File: src/rtl/fp32_mul_seq.sv
// fp32_mul_seq: sequential IEEE-754 single-precision multiplier with start/busy/done handshake
module fp32_mul_seq (
   input  logic        clk,
   input  logic        rst,
   input  logic        start,
   input  logic [31:0] a_bits,
   input  logic [31:0] b_bits,
   output logic        busy,
   output logic        done,
   output logic [31:0] z_bits
);
   localparam logic [31:0] QNAN = 32'h7FC0_0000;
   typedef enum logic [2:0] {IDLE, UNPACK, MUL, NORM, ROUND, DONE} state_t;
   state_t             state;
   logic [31:0]        a_r, b_r, res;
   logic [47:0]        acc, mcand;
   logic [23:0]        mplier, mant;
   logic [4:0]         cnt;
   logic               guard, sticky;
   logic signed [9:0]  exp_sum, exp_r;
   logic               sgn, a_zero, b_zero, a_inf, b_inf, a_nan, b_nan;
   logic               is_nan, is_inf, is_zero, rnd_inc, carry;
   logic [24:0]        mant_r;
   logic [22:0]        mant_n;
   logic [31:0]        round_res;
   // operand classification and round-to-nearest-even packing of the normalized product
   always_comb begin
      sgn       = a_r[31] ^ b_r[31];
      a_zero    = a_r[30:23] == 8'h00;
      b_zero    = b_r[30:23] == 8'h00;
      a_inf     = a_r[30:23] == 8'hFF && a_r[22:0] == 23'h0;
      b_inf     = b_r[30:23] == 8'hFF && b_r[22:0] == 23'h0;
      a_nan     = a_r[30:23] == 8'hFF && a_r[22:0] != 23'h0;
      b_nan     = b_r[30:23] == 8'hFF && b_r[22:0] != 23'h0;
      is_nan    = a_nan | b_nan | (a_inf & b_zero) | (a_zero & b_inf);
      is_inf    = a_inf | b_inf;
      is_zero   = a_zero | b_zero;
      rnd_inc   = guard & (sticky | mant[0]);
      mant_r    = {1'b0, mant} + {24'h0, rnd_inc};
      carry     = mant_r[24];
      mant_n    = carry ? mant_r[23:1] : mant_r[22:0];
      exp_r     = exp_sum + {9'h0, carry};
      round_res = exp_r >= 10'sd255 ? {sgn, 8'hFF, 23'h0} :
                  exp_r <= 10'sd0   ? {sgn, 31'h0} : {sgn, exp_r[7:0], mant_n};
   end
   // control FSM with shift-add mantissa datapath and registered handshake outputs
   always_ff @(posedge clk) begin
      if (rst) begin
         state  <= IDLE;
         busy   <= 1'b0;
         done   <= 1'b0;
         z_bits <= 32'h0;
         cnt    <= 5'd0;
      end else begin
         done <= 1'b0;
         case (state)
            IDLE: if (start) begin
               a_r   <= a_bits;
               b_r   <= b_bits;
               busy  <= 1'b1;
               state <= UNPACK;
            end
            UNPACK: if (is_nan | is_inf | is_zero) begin
               res   <= is_nan ? QNAN : is_inf ? {sgn, 8'hFF, 23'h0} : {sgn, 31'h0};
               state <= DONE;
            end else begin
               mcand   <= {24'h0, 1'b1, b_r[22:0]};
               mplier  <= {1'b1, a_r[22:0]};
               acc     <= 48'h0;
               exp_sum <= {2'b00, a_r[30:23]} + {2'b00, b_r[30:23]} - 10'd127;
               cnt     <= 5'd0;
               state   <= MUL;
            end
            MUL: begin
               if (mplier[0]) acc <= acc + mcand;
               mcand  <= mcand << 1;
               mplier <= mplier >> 1;
               cnt    <= cnt + 5'd1;
               if (cnt == 5'd23) state <= NORM;
            end
            NORM: begin
               mant    <= acc[47] ? acc[47:24] : acc[46:23];
               guard   <= acc[47] ? acc[23] : acc[22];
               sticky  <= acc[47] ? |acc[22:0] : |acc[21:0];
               exp_sum <= exp_sum + {9'h0, acc[47]};
               state   <= ROUND;
            end
            ROUND: begin
               res   <= round_res;
               state <= DONE;
            end
            DONE: begin
               z_bits <= res;
               done   <= 1'b1;
               busy   <= 1'b0;
               state  <= IDLE;
            end
            default: state <= IDLE;
         endcase
      end
   end
endmodule

File: config.mk
export PLATFORM = sky130hd
export DESIGN_NAME = fp32_mul_seq
export DESIGN_NICKNAME = d
export VERILOG_FILES = /design/src/rtl/fp32_mul_seq.sv
export SDC_FILE = /design/constraint.sdc
export NUM_CORES = 1
export LEC_CHECK = 0
export CAP_MARGIN = 20
export CORE_ASPECT_RATIO = 1.4
export CORE_MARGIN = 2
export CORE_UTILIZATION = 55
export DETAILED_ROUTE_END_ITERATION = 12
export PLACE_DENSITY = 0.79
export SYNTH_ARGS = -nofsm -noshare
export SYNTH_HDL_FRONTEND = slang
export SYNTH_SLANG_ARGS = --single-unit
File: constraint.sdc
create_clock -name clk -period 6.4 [get_ports clk]
set_clock_uncertainty 0.05 [all_clocks]
set_input_delay 1.28 -clock clk [delete_from_list [all_inputs] [get_ports clk]]
set_output_delay 1.28 -clock clk [all_outputs]
set_load 0.01 [all_outputs]
Word level (Yosys, flattened, before mapping)
Index checks and enable logic that the tools add are counted.
- flip-flop bits (word level): 294
- input bits: 67
- add/sub/neg operators: 7
- magnitude comparators: 2
- eq/ne operators: 13
- muxes and demuxes: 28
- bitwise logic cells: 13
- reductions and logical operators: 26
- operator list (cell ; number):
    $pmux W48 S2 ; 2
    $mux W48 ; 3
    $mux W31 ; 3
    $mux W32 ; 2
    $pmux W32 S2 ; 1
    $add A48 B48 Y48 ; 1
    $pmux W24 S2 ; 1
    $logic_not A23 Y1 ; 2
    $mux W23 ; 2
    $reduce_bool A23 Y1 ; 2
    $add A24 B1 Y25 ; 1
    $mux W24 ; 1
    $reduce_or A23 Y1 ; 1
    $reduce_or A22 Y1 ; 1
    $add A10 B1 Y10 ; 2
    $pmux W10 S2 ; 1
    $eq A8 B8 Y1 const B ; 2
    $logic_not A8 Y1 ; 2
    $pmux W3 S5 ; 1
    $reduce_and A3 Y1 ; 4
    $ge A10 B9 Y1 const B ; 1
    $le A10 B1 Y1 const B ; 1
    $mux W10 ; 1
    $ne A2 B2 Y1 const B ; 5
    21 further kinds ; 46

Depth between registers and ports, before layout
Gate-level depths: netlist (run 1).
- depth in word-level cells: 9
- mapped depth: 19

Worst setup path after synthesis (run 1)
Ideal clock, no wire load.
- path type: input -> register
- start: input rst
- end: register mcand[0] (enable)
- library setup time: 0.503 ns
- data arrival time: 4.694 ns
- data required time: 5.847 ns
- setup slack: 1.153 ns
- stages on the path: 3
- path buffers: 2
- path through: clkbuf_1 > clkbuf_1 > nor2_1
- cells in the longest elaborated chain, start to end: 2
- ends and longest elaborated chain (what ; RTL line ; text):
    start: declaration ; 4 ; input logic rst,
    $not A1 Y1 (no source line) ; n/a ;
    $reduce_and A3 Y1 (no source line) ; n/a ;
    end signal: assignment ; 67 ; mcand <= {24'h0, 1'b1, b_r[22:0]};
    end signal: assignment ; 76 ; mcand <= mcand << 1;
    end: declaration ; 16 ; logic [47:0] acc, mcand;
Every way passes these cells.
A chain may end at the register's enable or synchronous reset.

Worst setup path after layout (run 1)
- start: register mant[0]
- end: register res[3], data pin
- cells in the longest elaborated chain, start to end: 8
- elaborated cells between the ends (all ways): 10
- classes of those cells: 2 x add/sub; 2 x order compare; 4 x mux; 2 x bitwise
- ends and longest elaborated chain (what ; RTL line ; text):
    start: declaration ; 17 ; logic [23:0] mplier, mant;
    start signal: assignment ; 82 ; mant <= acc[47] ? acc[47:24] : acc[46:23];
    $or A1 B1 Y1 ; 38 ; rnd_inc = guard & (sticky | mant[0]);
    $and A1 B1 Y1 ; 38 ;
    $add A24 B1 Y25 * ; 39 ; mant_r = {1'b0, mant} + {24'h0, rnd_inc};
    $add A10 B1 Y10 ; 42 ; exp_r = exp_sum + {9'h0, carry};
    $le A10 B1 Y1 ; 44 ; exp_r <= 10'sd0 ? {sgn, 31'h0} : {sgn, exp_r[7:0], mant_n};
    $mux W31 ; 44 ;
    $mux W31 * ; 43 ; round_res = exp_r >= 10'sd255 ? {sgn, 8'hFF, 23'h0} :
    $pmux W32 S2 * ; 56 ; case (state)
    end signal: assignment ; 64 ; res <= is_nan ? QNAN : is_inf ? {sgn, 8'hFF, 23'h0} : {sgn, 31'h0};
    end signal: assignment ; 89 ; res <= round_res;
    end: declaration ; 15 ; logic [31:0] a_r, b_r, res;
Every way passes the cells marked *; elsewhere a longest branch is shown, timed or not.

==> impl_metrics.json, run 1 <==
{
  "critPathMaxStageDelay_ps": 610,
  "viasPerCell": 5.72,
  "globalRoute.totalOverflow": 0,
  "core_mm2": 0.0269,
  "dp_slack_ps": 1360,
  "syn_avg_cell_area_um2": 10.7,
  "drt_iter0_drc": 650,
  "power_per_cell_area_mw_per_mm2": 276,
  "dpl_cell_area_mm2": 0.0163,
  "ys.flop_type": "edfxtp_1",
  "die_w_um": 144,
  "clk_latency_ps": 560,
  "synth_top_area_share_pct": 50.3,
  "endpoint": "res[3]$_SDFFCE_PP0P_",
  "path_clk_slew_ps": 60,
  "power.switching_uw": 1240,
  "cts.sinks": 294,
  "cp-startpoint": "mant[0]$_DFFE_PP_",
  "synth_warnings": 0,
  "final_net_count": 1620,
  "crit_chain": "o21a_1 > ha_1 > ha_1 > nand4_1 > nor4_1 > and2b_1 > and4_1 > nand4_2 > inv_1 > ha_1 > ha_1 > nand3_1 > xor2_1 > or4_1 > o31a_1 > nand3_1 > nor2_1",
  "yosysTopAreaCell": "edfxtp_1",
  "rr_endpoint": "res[3]$_SDFFCE_PP0P_",
  "path_buf_inv": 1,
  "async_flop_share_pct": 0,
  "grt_pass1_vias": 10400,
  "postRouteAntennaNets": 0,
  "synth_cell_types": 74,
  "path_max_fanout": 11,
  "finalSetupViolCount": 0,
  "path_depth": 17,
  "fin_crit_ps": 5130,
  "max-vdd-ir-drop_mv": 0.256,
  "ff2ff_path_depth": 17,
  "drive_gt1_share_pct": 7.91,
  "placedCellCount": 1815,
  "grt_start_max_net_pins": 95,
  "fin_crit_sh_pct": 80.1,
  "clock_path_buffers": 3,
  "antenna_found_initial": 0,
  "synthCells": 1401,
  "worst_ep_required_time_ps": 6630,
  "routedWlPerCell_um": 16.2,
  "synth_edf_count": 252,
  "crit_slowest_cell": "nor4_1",
  "cts_made_buffers": 28,
  "dp_hpwl_mm": 21.3,
  "grt_usage_pct": 20.8,
  "p_int_uw": 3520,
  "rsz0062_at_grt": "false",
  "tightestPinTransition_ps": 1030,
  "slew_headroom_pct": 31.4,
  "mappedNetlistArea_mm2": 0.0151,
  "combinationalPowerShare_pct": 15.9,
  "hold_buffers": 0,
  "final_common_cell": "nand2_1",
  "syn-num-nets": 1539,
  "final_cells": 1869,
  "layout.cell_area.non_filler_mm2": 0.0172,
  "area_delta_synth_final_pct": 14.5,
  "cts_tree": "built",
  "start_util_pct": 55.9,
  "grt_first_pass_wirelength_mm": 48.5,
  "pwr-share-seq_pct": 48.4,
  "root_buffer": "clkbuf_16",
  "reg2reg_slack_ps": 1270,
  "cp-end-kind": "flop",
  "leakagePower_uw": 0.00621,
  "dieArea_mm2": 0.0287,
  "cts_resized": 0,
  "place_congestion": 0.865,
  "critPathKind": "reg2reg",
  "drv_slew": 0,
  "postCtsSetupRepairBufs": 0,
  "swShare_pct": 26.0,
  "routed-via-count": 10700,
  "fp.dieH_um": 200,
  "synth-seq-cells": 294,
  "crit_path_start_kind": "flop",
  "rr_startpoint": "mant[0]$_DFFE_PP_",
  "setup_ws_ps": 1270,
  "fp-row-count": 71,
  "layout_common_cells": "nand2_1, edfxtp_1, a21oi_1, clkdlybuf4s50_1, nor2_1",
  "diodes": 0,
  "hold_viol_final": 0,
  "io_pins": 101,
  "synth_area_leaders": "edfxtp_1, nand2_1, ha_1",
  "route.detailed.drc": 0,
  "wl_mm": 30.2,
  "crit_family": "simple AND/OR/NAND/NOR gates",
  "min_path_type": "reg2reg",
  "tns_ps": 0,
  "h-tree-depth": 1,
  "clock_power_share_pct": 35.7,
  "cpMostUsedCell": "ha_1",
  "port_buffers": 100,
  "status": "completed",
  "maxCapViolations": 0,
  "yosysSeqAreaShare_pct": 55.9,
  "arrival_ps": 5360,
  "dr.pass1.iters": 5,
  "fmax_ghz": 0.195
}
==> per-stage QoR <==
stage	utilization, %	hold slack (ps)	power, uW
after floorplan	-	398	2910
after global placement	60.4	392	3070
after detailed placement	60.4	396	3090
after CTS	63.9	404	4790
after global routing	64.1	420	4960
final	64.1	403	4760
==> worst min-delay path, stage by stage, from the launching register on <==
cell and delay (ps):
dfxtp_1 310, nand2_1 50, a21oi_1 50
==> metal layers <==
metal / up-vias / part of all wire (%) / GRT usage, %
met2: 271 / 52 / 38.6
met5: - / 0 / 0
li1: 5248 / - / -
met1: 5100 / 40 / 24.2
met4: 0 / 3.9 / 8.64
met3: 79 / 4.1 / 2.50
==> cells in the mapped netlist, drive strengths merged, types with 4 or more instances <==
library cell / instances
nand2: 275
a21oi: 113
mux2i: 6
nor2b: 8
nor3b: 5
and2: 35
xnor2: 37
a211oi: 7
mux2: 25
and4: 4
dfxtp: 42
a31o: 4
nand4: 24
buf: 13
nor4: 22
a31oi: 13
nor2: 95
clkdlybuf4s15: 5
inv: 31
clkbuf: 41
nand3: 36
o21a: 14
edfxtp: 252
xor2: 27
a311oi: 4
nor3: 34
and3: 14
or3: 4
or2: 5
nand2b: 11
o21ai: 50
ha: 69
o21bai: 12
o211ai: 10
a21o: 20
==> final cells by class <==
cell class              count  area (um^2)
clock buffers              36          781
clock inverters            16          176
fillers                  2089         9680
inverters                  31          116
multi-input cells        1017         6220
flip-flops and latches    294         8410
well taps                 365          457
repair buffers            110         1090
==> state kept, by name (all words and copies together), names as in the netlist <==
register	flops
mplier	24
res	32
acc	48
cnt	5
mcand	48
guard	1
a_r	32
sticky	1
b_r	32
busy	1
z_bits	32
state	3
done	1
mant	24
exp_sum	10
==> worst min path at each step <==
| stage | startpoint | endpoint | slack (ps) | cells after the start |
|---|---|---|---|---|
| 2_1_floorplan | cnt[4]$_SDFFE_PP0P_ | cnt[4]$_SDFFE_PP0P_ | 400 | 1 |
| 3_3_place_gp | z_bits[15]$_SDFFE_PP0P_ | z_bits[15]$_SDFFE_PP0P_ | 390 | 2 |
| 3_5_place_dp | z_bits[17]$_SDFFE_PP0P_ | z_bits[17]$_SDFFE_PP0P_ | 400 | 2 |
| 4_1_cts | z_bits[17]$_SDFFE_PP0P_ | z_bits[17]$_SDFFE_PP0P_ | 400 | 2 |
| 5_1_grt | z_bits[6]$_SDFFE_PP0P_ | z_bits[6]$_SDFFE_PP0P_ | 420 | 2 |
| 6_report | z_bits[6]$_SDFFE_PP0P_ | z_bits[6]$_SDFFE_PP0P_ | 400 | 2 |
==> power groups by stage <==
stage / Clock, uW / Sequential [uW] / Combinational, uW
after floorplan: 0 / 2320 / 587
after global placement: 0 / 2340 / 731
after detailed placement: 0 / 2340 / 749
after CTS: 1730 / 2300 / 755
after global routing: 1790 / 2320 / 845
final: 1700 / 2300 / 758
==> kinds of logic (layout without fill, tap and decap cells) <==
logic type	count (synthesis)	in the layout	share of synthesized area, %
and+or+nand+nor	577	577	17.6
DFF	294	294	55.9
AOI/OAI and AO/OA	274	274	11.5
buffers and inverters	90	193	3.06
adders and majority gates	71	71	6.00
xor gates and xnor gates	64	64	3.72
muxes	31	31	2.27
No activity file was read; power rests on OpenSTA's default activity.
==> run 2: changes to the inputs <==
- CORE_UTILIZATION: 55 -> 54
- PLACE_DENSITY: 0.79 -> 0.81
- clock period: 6.4 -> 4.27 ns (I/O delays scaled with it)
==> impl_metrics.json, run 2 (synthesized netlist as in run 1, its figures left out) <==
{
  "viasPerCell": 5.68,
  "grt_first_pass_wirelength_mm": 49.5,
  "path_clk_slew_ps": 70,
  "port_buffers": 100,
  "p_int_uw": 5340,
  "final_common_cell": "nand2_1",
  "start_util_pct": 54.6,
  "die_w_um": 145,
  "top_usage_layer": "met2",
  "routedWlPerCell_um": 16.1,
  "root_buffer": "clkbuf_16",
  "rr_startpoint": "mant[0]$_DFFE_PP_",
  "crit_path_start_kind": "flop",
  "dpl_cell_area_mm2": 0.0164,
  "layout.cell_area.non_filler_mm2": 0.0174,
  "ff2ff_path_depth": 17,
  "rr_endpoint": "res[22]$_DFFE_PP_",
  "clock_path_buffers": 3,
  "cts_tree": "built",
  "grt_use_met3_pct": 2.52,
  "regArea_mm2": 0.00841,
  "crit_chain": "o21a_1 > ha_2 > ha_2 > nand4_1 > nor4_4 > and2b_1 > and4_4 > nand4_2 > inv_2 > ha_2 > ha_2 > buf_4 > xnor2_1 > or4_1 > o31a_1 > nand2_1 > o21bai_1",
  "setup_ws_ps": 151,
  "dp_slack_ps": -181,
  "wl_mm": 30.4,
  "dieArea_mm2": 0.0292,
  "hold_viol_final": 0,
  "globalRoute.totalOverflow": 0,
  "pwr-share-seq_pct": 48.0,
  "cpMostUsedCell": "ha_2",
  "grt_usage_pct": 20.2,
  "reg2reg_slack_ps": 150,
  "dp_hpwl_mm": 21.6,
  "fp.dieH_um": 202,
  "layout_common_cells": "nand2_1, edfxtp_1, a21oi_1, clkdlybuf4s50_1, nor2_1",
  "clock_power_share_pct": 36.2,
  "antenna_found_initial": 0,
  "grt_pass1_vias": 10500,
  "area_delta_synth_final_pct": 15.8,
  "clk_latency_ps": 560,
  "drv_slew": 0,
  "path_buf_inv": 2,
  "core_mm2": 0.0276,
  "maxCapViolations": 0,
  "fmax_ghz": 0.243,
  "combinationalPowerShare_pct": 15.8,
  "drive_gt1_share_pct": 9.38,
  "route.detailed.drc": 0,
  "worst_ep_required_time_ps": 4520,
  "cts.sinks": 294,
  "slew_headroom_pct": 31.8,
  "final_net_count": 1631,
  "h-tree-depth": 1,
  "cts_made_buffers": 28,
  "grtUsageMet1_pct": 23.3,
  "use_met2_pct": 37.6,
  "power.switching_uw": 1860,
  "critPathKind": "reg2reg",
  "hold_start": "z_bits[31]$_SDFFE_PP0P_",
  "dr.pass1.iters": 5,
  "fin_crit_sh_pct": 96.5,
  "power_per_cell_area_mw_per_mm2": 413,
  "crit_slowest_cell": "or4_1",
  "fp-row-count": 72,
  "path_max_fanout": 6,
  "max-vdd-ir-drop_mv": 0.379,
  "postRouteAntennaNets": 0,
  "finalSetupViolCount": 0,
  "arrival_ps": 4370,
  "fin_crit_ps": 4120,
  "drt_iter0_drc": 599,
  "swShare_pct": 25.8,
  "routed-via-count": 10700,
  "largest_registers": "acc (48), mcand (48)",
  "hold_buffers": 0,
  "critPathMaxStageDelay_ps": 500,
  "grt_start_max_net_pins": 84,
  "tightestPinTransition_ps": 1020,
  "place_congestion": 0.912,
  "crit_family": "simple AND/OR/NAND/NOR gates",
  "tns_ps": 0,
  "fill_cells": 2175,
  "min_path_type": "reg2reg",
  "io_pins": 101,
  "status": "completed",
  "holdPathStages": 2,
  "cp-end-kind": "flop",
  "multi_input_area_mm2": 0.00630,
  "holdPathEnd": "z_bits[31]$_SDFFE_PP0P_",
  "leakagePower_uw": 0.00629,
  "diodes": 0
}
[run 2: through the flow]
step           utilization [%]  hold slack [ps]  power (uW)  cells
2_1_floorplan                -              398        4360   1401
3_3_place_gp              59.3              392        4600   1830
3_5_place_dp              59.4              397        4630   1831
4_1_cts                   62.9              406        7220   1882
5_1_grt                   63.2              424        7500   1884
6_report                  63.2              403        7200   1884
[run 2: worst register-to-register path: cells and delay by family, from the launching register on]
family	cells	cell delay, ps
xor gates and xnor gates	1	90
AOI/OAI and AO/OA	3	650
buffers and inverters	2	220
DFF	1	360
adders and majority gates	4	740
and+or+nand+nor	7	1780
[run 2: power groups by stage]
stage | Sequential [uW] | Clock [uW] | Combinational (uW)
6_report | 3460 | 2600 | 1140
5_1_grt | 3470 | 2760 | 1270
4_1_cts | 3450 | 2640 | 1130
3_5_place_dp | 3510 | 0 | 1120
3_3_place_gp | 3510 | 0 | 1090
2_1_floorplan | 3480 | 0 | 881
[run 2: cell type report]
class                   instances  share of cell area (%)
well taps                     370                    2.66
clock inverters                18                    1.36
clock buffers                  33                    4.18
flip-flops and latches        294                    48.2
repair buffers                121                    6.73
multi-input cells            1017                    36.2
inverters                      31                   0.668
[run 2: what timing repair did]
item                       in CTS  in global routing
buffers inserted                0                  2
pin swaps                       1                  4
setup endpoints to repair      17                 29
gates resized for setup         2                 22
[run 2: worst max path at each step]
stage / startpoint / end / slack (ps) / cells after the start
final: mant[0]$_DFFE_PP_ / res[22]$_DFFE_PP_ / 150 / 17
after global routing: mant[0]$_DFFE_PP_ / res[10]$_SDFFCE_PP0P_ / -30 / 18
after CTS: mant[0]$_DFFE_PP_ / res[3]$_SDFFCE_PP0P_ / 100 / 17
after detailed placement: mant[0]$_DFFE_PP_ / res[3]$_SDFFCE_PP0P_ / -180 / 17
after global placement: mant[0]$_DFFE_PP_ / res[19]$_SDFFCE_PP0P_ / 70 / 17
after floorplan: state[0]$_SDFFE_PP0P_ / acc[0]$_SDFFCE_PN0P_ / 9 / 5
[run 2: routing by layer]
layer | wire length [um] | vias up
met2 | 15900 | 279
met3 | 1240 | 90
li1 | - | 5279
met5 | 0 | -
met4 | 1230 | 0
met1 | 12000 | 5056
